File: src/rtl/serial_rx.sv
// Memory-mapped 8N1 UART receiver with 16x oversampling and a byte FIFO.
// DATA (addr[2]=0) pops the head byte; STATUS (addr[2]=1) reports FIFO/error state and clears sticky flags.
module serial_rx #(
   parameter int CLK_HZ     = 10_000_000,
   parameter int BAUD       = 115200,
   parameter int FIFO_DEPTH = 16
) (
   input  logic        clock,
   input  logic        reset,
   input  logic        rxd,
   input  logic        sel,
   input  logic        re,
   input  logic [31:0] addr,
   output logic [31:0] dout,
   output logic        rx_valid
);

   localparam int DIV_RAW = (CLK_HZ + 8 * BAUD) / (16 * BAUD);
   localparam int DIV     = (DIV_RAW < 1) ? 1 : DIV_RAW;
   localparam int PW      = (DIV > 1) ? $clog2(DIV) : 1;
   localparam int AW      = $clog2(FIFO_DEPTH);
   localparam int CW      = AW + 1;

   // states: IDLE wait start edge | START mid-start check | DATA 8 bits LSB first | STOP stop check | BREAK wait line high
   typedef enum logic [2:0] {
      S_IDLE,
      S_START,
      S_DATA,
      S_STOP,
      S_BREAK
   } state_t;

   state_t          state;
   logic            rx_s1;
   logic            rxs;
   logic [PW-1:0]   presc;
   logic            tick;
   logic            start_go;
   logic [3:0]      tick_cnt;
   logic [2:0]      bit_cnt;
   logic [7:0]      shreg;
   logic            stop_smp;
   logic            push;
   logic            pop;
   logic            clr;
   logic            wr_en;
   logic            empty;
   logic            full;
   logic            overrun;
   logic            frame_err;
   logic [7:0]      mem [FIFO_DEPTH];
   logic [AW-1:0]   wr_ptr;
   logic [AW-1:0]   rd_ptr;
   logic [CW-1:0]   count;
   logic [31:0]     count_w;
   logic [4:0]      cnt5;
   logic            unused_addr;

   assign unused_addr = ^{addr[31:3], addr[1:0]};

   always_ff @(posedge clock or negedge reset) begin
      if (!reset) begin
         rx_s1 <= 1'b1;
         rxs   <= 1'b1;
      end else begin
         rx_s1 <= rxd;
         rxs   <= rx_s1;
      end
   end

   assign start_go = (state == S_IDLE) && !rxs;
   assign tick     = (presc == PW'(DIV - 1));

   // Prescaler realigns on the start edge so tick 7 lands mid start bit.
   always_ff @(posedge clock or negedge reset) begin
      if (!reset) begin
         presc <= '0;
      end else if (start_go || tick) begin
         presc <= '0;
      end else begin
         presc <= presc + PW'(1);
      end
   end

   always_ff @(posedge clock or negedge reset) begin
      if (!reset) begin
         state    <= S_IDLE;
         tick_cnt <= '0;
         bit_cnt  <= '0;
         shreg    <= '0;
      end else begin
         case (state)
            S_IDLE: begin
               if (!rxs) begin
                  state    <= S_START;
                  tick_cnt <= '0;
               end
            end
            S_START: begin
               if (tick) begin
                  if (tick_cnt == 4'd7) begin
                     tick_cnt <= '0;
                     if (rxs) begin
                        state <= S_IDLE;
                     end else begin
                        state   <= S_DATA;
                        bit_cnt <= '0;
                     end
                  end else begin
                     tick_cnt <= tick_cnt + 4'd1;
                  end
               end
            end
            S_DATA: begin
               if (tick) begin
                  if (tick_cnt == 4'd15) begin
                     tick_cnt <= '0;
                     shreg    <= {rxs, shreg[7:1]};
                     bit_cnt  <= bit_cnt + 3'd1;
                     if (bit_cnt == 3'd7) begin
                        state <= S_STOP;
                     end
                  end else begin
                     tick_cnt <= tick_cnt + 4'd1;
                  end
               end
            end
            S_STOP: begin
               if (tick) begin
                  if (tick_cnt == 4'd15) begin
                     tick_cnt <= '0;
                     state    <= rxs ? S_IDLE : S_BREAK;
                  end else begin
                     tick_cnt <= tick_cnt + 4'd1;
                  end
               end
            end
            S_BREAK: begin
               if (rxs) begin
                  state <= S_IDLE;
               end
            end
            default: state <= S_IDLE;
         endcase
      end
   end

   assign stop_smp = (state == S_STOP) && tick && (tick_cnt == 4'd15);
   assign push     = stop_smp && rxs;
   assign empty    = (count == '0);
   assign full     = (count == CW'(FIFO_DEPTH));
   assign pop      = sel && re && !addr[2] && !empty;
   assign clr      = sel && re && addr[2];
   // A pop in the same cycle frees the slot, so a full FIFO still accepts the byte.
   assign wr_en    = push && (!full || pop);

   always_ff @(posedge clock) begin
      if (wr_en) begin
         mem[wr_ptr] <= shreg;
      end
   end

   always_ff @(posedge clock or negedge reset) begin
      if (!reset) begin
         wr_ptr    <= '0;
         rd_ptr    <= '0;
         count     <= '0;
         overrun   <= 1'b0;
         frame_err <= 1'b0;
      end else begin
         if (wr_en) begin
            wr_ptr <= wr_ptr + AW'(1);
         end
         if (pop) begin
            rd_ptr <= rd_ptr + AW'(1);
         end
         if (wr_en && !pop) begin
            count <= count + CW'(1);
         end else if (!wr_en && pop) begin
            count <= count - CW'(1);
         end
         overrun   <= (push && full && !pop) || (overrun && !clr);
         frame_err <= (stop_smp && !rxs) || (frame_err && !clr);
      end
   end

   assign count_w  = 32'(count);
   assign cnt5     = (count_w >= 32'd31) ? 5'd31 : count_w[4:0];
   assign rx_valid = !empty;

   always_comb begin
      dout = '0;
      if (sel) begin
         if (addr[2]) begin
            dout = {19'b0, cnt5, 4'b0, frame_err, overrun, full, !empty};
         end else if (!empty) begin
            dout = {24'b0, mem[rd_ptr]};
         end
      end
   end

endmodule

File: config.mk
export PLATFORM = sky130hd
export DESIGN_NAME = serial_rx
export DESIGN_NICKNAME = d
export VERILOG_FILES = /design/src/rtl/serial_rx.sv
export SDC_FILE = /design/constraint.sdc
export NUM_CORES = 1
export LEC_CHECK = 0
export ABC_CLOCK_PERIOD_IN_PS = 3250
export CORE_MARGIN = 2
export CORE_UTILIZATION = 39
export CTS_BUF_LIST = sky130_fd_sc_hd__clkbuf_4
export DETAILED_ROUTE_END_ITERATION = 8
export PLACE_DENSITY = 0.62
export SETUP_SLACK_MARGIN = 0.3
export SKIP_LAST_GASP = 1
export SYNTH_ARGS = -nofsm -noshare
export SYNTH_HDL_FRONTEND = slang
export SYNTH_SLANG_ARGS = --single-unit
File: constraint.sdc
create_clock -name clock -period 3.25 [get_ports clock]
set_input_delay 0.325 -clock clock [delete_from_list [all_inputs] [get_ports clock]]
set_output_delay 0.325 -clock clock [all_outputs]
set_load 0.01 [all_outputs]
Word-level counts from Yosys, hierarchy flattened
Memory sizes are Yosys's and may differ from the RTL's. Cells that the tools add are included.

Register bits after elaboration: 38. Bits in writable memories: 128. Bits of input ports: 37. Output and inout port bits: 33. Logic and storage cells: 111. Memories: 1.

Memories: mem (depth 16, width 8, rd ports 1, clocked after Yosys merged registers in 0, wr ports 1, line 51) `logic [7:0] mem [FIFO_DEPTH];`.

Add/subtract/negate cells: 7. Order comparisons: 1. Equal/unequal tests: 20. Multiplexer cells: 33. Reductions and logical operators: 37.

Operator list (count): $mux 32 (2); $mux 3 (16); $mux 4 (5); $ne 2x2->1 const B (10); $logic_and 1x1->1 (16); $mux 5 (3); $pmux 3 s5 (1); $add 4x1->4 const B (3); $pmux 4 s3 (1); $eq 3x3->1 const B (3); $reduce_and 9->1 (1); $mux 8 (1); $logic_not 1->1 (7); $add 3x1->3 const B (2); $eq 3x2->1 const B (2); $pmux 3 s2 (1); $reduce_and 6->1 (1); $add 5x1->5 const B (1); $eq 5x5->1 const B (1); $ge 5x5->1 const B (1); $logic_not 5->1 (1); $sub 5x1->5 const B (1); $eq 4x3->1 const B (1); $eq 4x4->1 const B (1); 11 further kinds (16).

Longest topological paths before layout
Depth in word-level cells: 9. Gate-level depth with buffers: 14. Mapped depth without buffers: 12.

Least setup slack after synthesis
OpenSTA, ideal clock, no wires.

Kind: register -> register. Start point: register presc[0]. End point: register count[4]. Library setup time: 132 ps. Arrival: 2791 ps. Required time: 3118 ps. Path slack: 326 ps. Cell stages (with the launch flop): 15. Buffers on the path: 2. Cell sequence: dfrtp_1 inv_1 ha_1 nand4_1 nor3_1 and3_1 buf_2 buf_6 ha_1 inv_1 fa_1 a21o_1 a21oi_1 mux2i_1 xnor2_1.

Longest elaborated chain between the ends: 8. Elaborated cells between the ends (all ways): 10.

RTL lines: from (decl) (line 36) `logic [PW-1:0] presc;`; from (signal assigned) (line 81) `presc <= presc + PW'(1);`; $eq 3x3->1 (*) (line 72) `assign tick = (presc == PW'(DIV - 1));`; $logic_and 1x1->1 (*) (2 in a row) (line 148) `assign stop_smp = (state == S_STOP) && tick && (tick_cnt == 4'd15);`; $logic_and 1x1->1 (*) (line 149) `assign push = stop_smp && rxs;`; $logic_and 1x1->1 (*) (line 155) `assign wr_en = push && (!full || pop);`; net wr_en (line 46) `logic wr_en;`; $logic_not 1->1 (line 179) `end else if (!wr_en && pop) begin`; $logic_and 1x1->1 (line 179); $reduce_bool 2->1 (no source line); to (signal assigned) (line 178) `count <= count + CW'(1);`; to (signal assigned) (line 180) `count <= count - CW'(1);`; to (decl) (line 54) `logic [CW-1:0] count;`.

The timed path passes the listed nets; every way through them passes the cells marked *. A chain may end at the register's enable or synchronous reset.

Final worst setup path
Start point: register count[0]. End point: register count[4].

Longest elaborated chain between the ends: 8. Elaborated cells between the ends (all ways): 16.

RTL lines: branches (longest 8 deep; another with $sub 5x1->5).

Parallel ways; which one is timed is not known. The select of a mux whose other input is x is not followed.

==> metrics.cfg <==
[outcome]
status = finished with violations
failed_checks = design-rule violations

[global_route]
grt_pass1_vias = 3804
met3_usage_pct = 3.04
met2_usage_pct = 24.2
grt_max_degree = 39
grt_antenna_before_repair = 1
grtUsageTotal_pct = 14.9
top_usage_layer = met2
use_met1_pct = 20.2
grt_overflow_total = 0
grt_pass1_wl_mm = 21.9

[routing]
drc = 2
wl_per_cell_um = 19.3
viasPerCell = 5.26
drtIter0Drc = 352
vias = 3787
antenna_left = 0
routed_wirelength_mm = 13.9
drt_first_pass_iters = 9

[synthesis]
synth_warnings = 0
netlist_top_cells_count = edfxtp_1 (128), dfrtp_1 (36), mux4_2 (32)
async_reset_ff_share_pct = 22.9
synth_cells = 425
yosysMostFrequentCell = edfxtp_1
yosysSeqAreaShare_pct = 66.4
synth_enable_flop_cells = 128
synthTopCellsByArea = edfxtp_1 (53%), dfrtp_1 (12%), mux4_2 (10%), ha_1 (2.4%), mux2i_1 (2.4%)
postSynthAreaPerCell_um2 = 17.0
synthFlopType = edfxtp_1
ys_types = 58
ys_ff_latch = 166
yosys.area.top_type = edfxtp_1
synth.top_cell.area_share_pct = 53.2
syn_area_um2 = 7220

[timing]
tightest_slew_ns = 0.878
timing.final.crit_share_pct = 86.9
hold_viol_final = 0
fmax_mhz = 354
slew_violations = 0
relSlewSlack_pct = 41.5
finalSetupViolCount = 0
finClkSkew_ns = 0.0202
finalCriticalPeriod_ns = 2.82
tns_ns = 0
grt_setup_unrepaired = yes

[setup_path]
crit_path_top_delay_cell = dfrtp_2
critPathMaxStageDelay_ns = 0.43
worstSetupPathType = reg -> reg
crit_start = count[0]$_DFFE_PN0P_
crit_arrival_ns = 3.31
crit_family = simple AND/OR/NAND/NOR gates
worst_path_most_repeated_cell = ha_1
required_ns = 3.73
path_buf_inv = 2
path_cells = buf_4 -> nor4_4 -> nand3_1 -> and3_1 -> ha_1 -> inv_1 -> ha_1 -> a21o_1 -> a21oi_1 -> mux2i_1 -> xnor2_1
r2r-start = count[0]$_DFFE_PN0P_
crit_fanout = 5
worstSetupStartpointType = register
end_kind = register

[job]
max_cap_violations = 0

[place]
placement.io_buffers = 19
place_congestion = 0.721
dp_hpwl_mm = 8.95

[die]
start_util_pct = 39.9
rows = 49
fp.coreArea_um2 = 18100
die_w_um = 140
die_h_um = 140
ios = 70
die-area_um2 = 19600

[power]
power.density_nw_per_um2 = 438
total_power_uw = 3580
p_leak_uw = 0.00316
ir_drop_uv = 219

[cells_and_area]
area_delta_synth_final_pct = 12.9
drive_gt1_share_pct = 26.7
nNetsFinal = 529

[clock_network]
cts_buffers = 17
cts_tree = done
cts_htree_levels = 4
clock_path_buffers = 2
clock_latency_ns = 0.55
clk_pin_slew_worst_paths_ns = 0.13
clockRootBuffer = clkbuf_4
cts_sinks = 166

[hold_path]
hp-class = in -> reg
hold_start = rxd

## repair_timing
item                                   in CTS  in global routing
endpoints found under the hold margin      36                  0
hold buffers                                1                  0
pin swaps                                   2                  1
setup buffers                              17                  1
resized for setup                          24                  5
setup endpoints to repair                   8                  5
## logic make-up (layout without fill, tap and decap cells)
group | after synthesis | in the layout | synth area share, %
and+or+nand+nor | 77 | 77 | 6.82
xor gates and xnor gates | 11 | 11 | 1.33
adders and majority gates | 15 | 15 | 2.70
muxes | 61 | 61 | 14.2
buffers and inverters | 55 | 102 | 4.30
AOI/OAI and AO/OA | 39 | 39 | 4.19
DFF | 166 | 166 | 66.4
other | 1 | 20 | 0.0519
## state kept, by name, summed over array words and instances, names as in the netlist, 4 cells and up
signal / count
count: 5
mem: 128
rd_ptr: 4
shreg: 8
tick_cnt: 4
wr_ptr: 4
## layout make-up
class / count / area, um^2
fill: 1549 / 9930
sequential: 166 / 4810
multi-input combinational: 222 / 2230
timing repair buffer: 58 / 539
tap: 229 / 287
clock buffer: 18 / 135
clock inverter: 14 / 111
inverter: 12 / 45.0
antenna: 1 / 2.50
## per-layer routing
metal / vias to the layer above / wire length (um)
li1: 1742 / -
met3: 12 / 534
met4: 0 / 175
met1: 1951 / 6350
met2: 82 / 6820
met5: - / 0
## metrics by stage
step	worst slack (ns)	std cells	hold WS [ns]	util (%)	area (um^2)
after floorplan	0.326	443	0.0294	-	7290
after global placement	0.423	668	0.346	42.4	7660
after detailed placement	0.431	668	0.347	42.4	7660
after CTS	0.214	718	0.142	44.9	8120
after global routing	0.248	720	0.131	45.1	8160
final	0.425	720	0.199	45.1	8160
## report_power, final
part	leakage [uW]	switching [uW]	internal (uW)
combinational	0.00111	93.1	71.9
sequential	0.00191	36.9	2290
clock	0.000137	698	381
total	0.00316	828	2750
## path summary, 6_finish.rpt
| kind | to | slack [ns] | cells past startpoint |
|---|---|---|---|
| max | count[4]$_DFFE_PN0P_ | 0.43 | 11 |
| max in group asynchronous | rd_ptr[0]$_DFFE_PN0N_ | 2.18 | 2 |
| max reg2reg | count[4]$_DFFE_PN0P_ | 0.43 | 11 |
| min reg2reg | rxs$_DFF_PN1_ | 0.36 | 0 |
| min in group asynchronous | presc[0]$_DFF_PN0_ | 0.42 | 2 |
| min | rx_s1$_DFF_PN1_ | 0.20 | 1 |
## placed cells by master (no fill, tap or decap), types with 6 or more instances in the layout
| cell | instances |
|---|---|
| conb_1 | 19 |
| nand3_1 | 7 |
| dfrtp_1 | 31 |
| o21ai_0 | 6 |
| mux2i_1 | 15 |
| xnor2_1 | 7 |
| edfxtp_1 | 128 |
| mux4_2 | 32 |
| clkdlybuf4s50_1 | 10 |
| inv_1 | 12 |
| nor2_1 | 17 |
| and3_1 | 8 |
| buf_4 | 33 |
| clkbuf_4 | 18 |
| mux2_2 | 12 |
| ha_1 | 14 |
No activity file was read; power rests on OpenSTA's default activity.
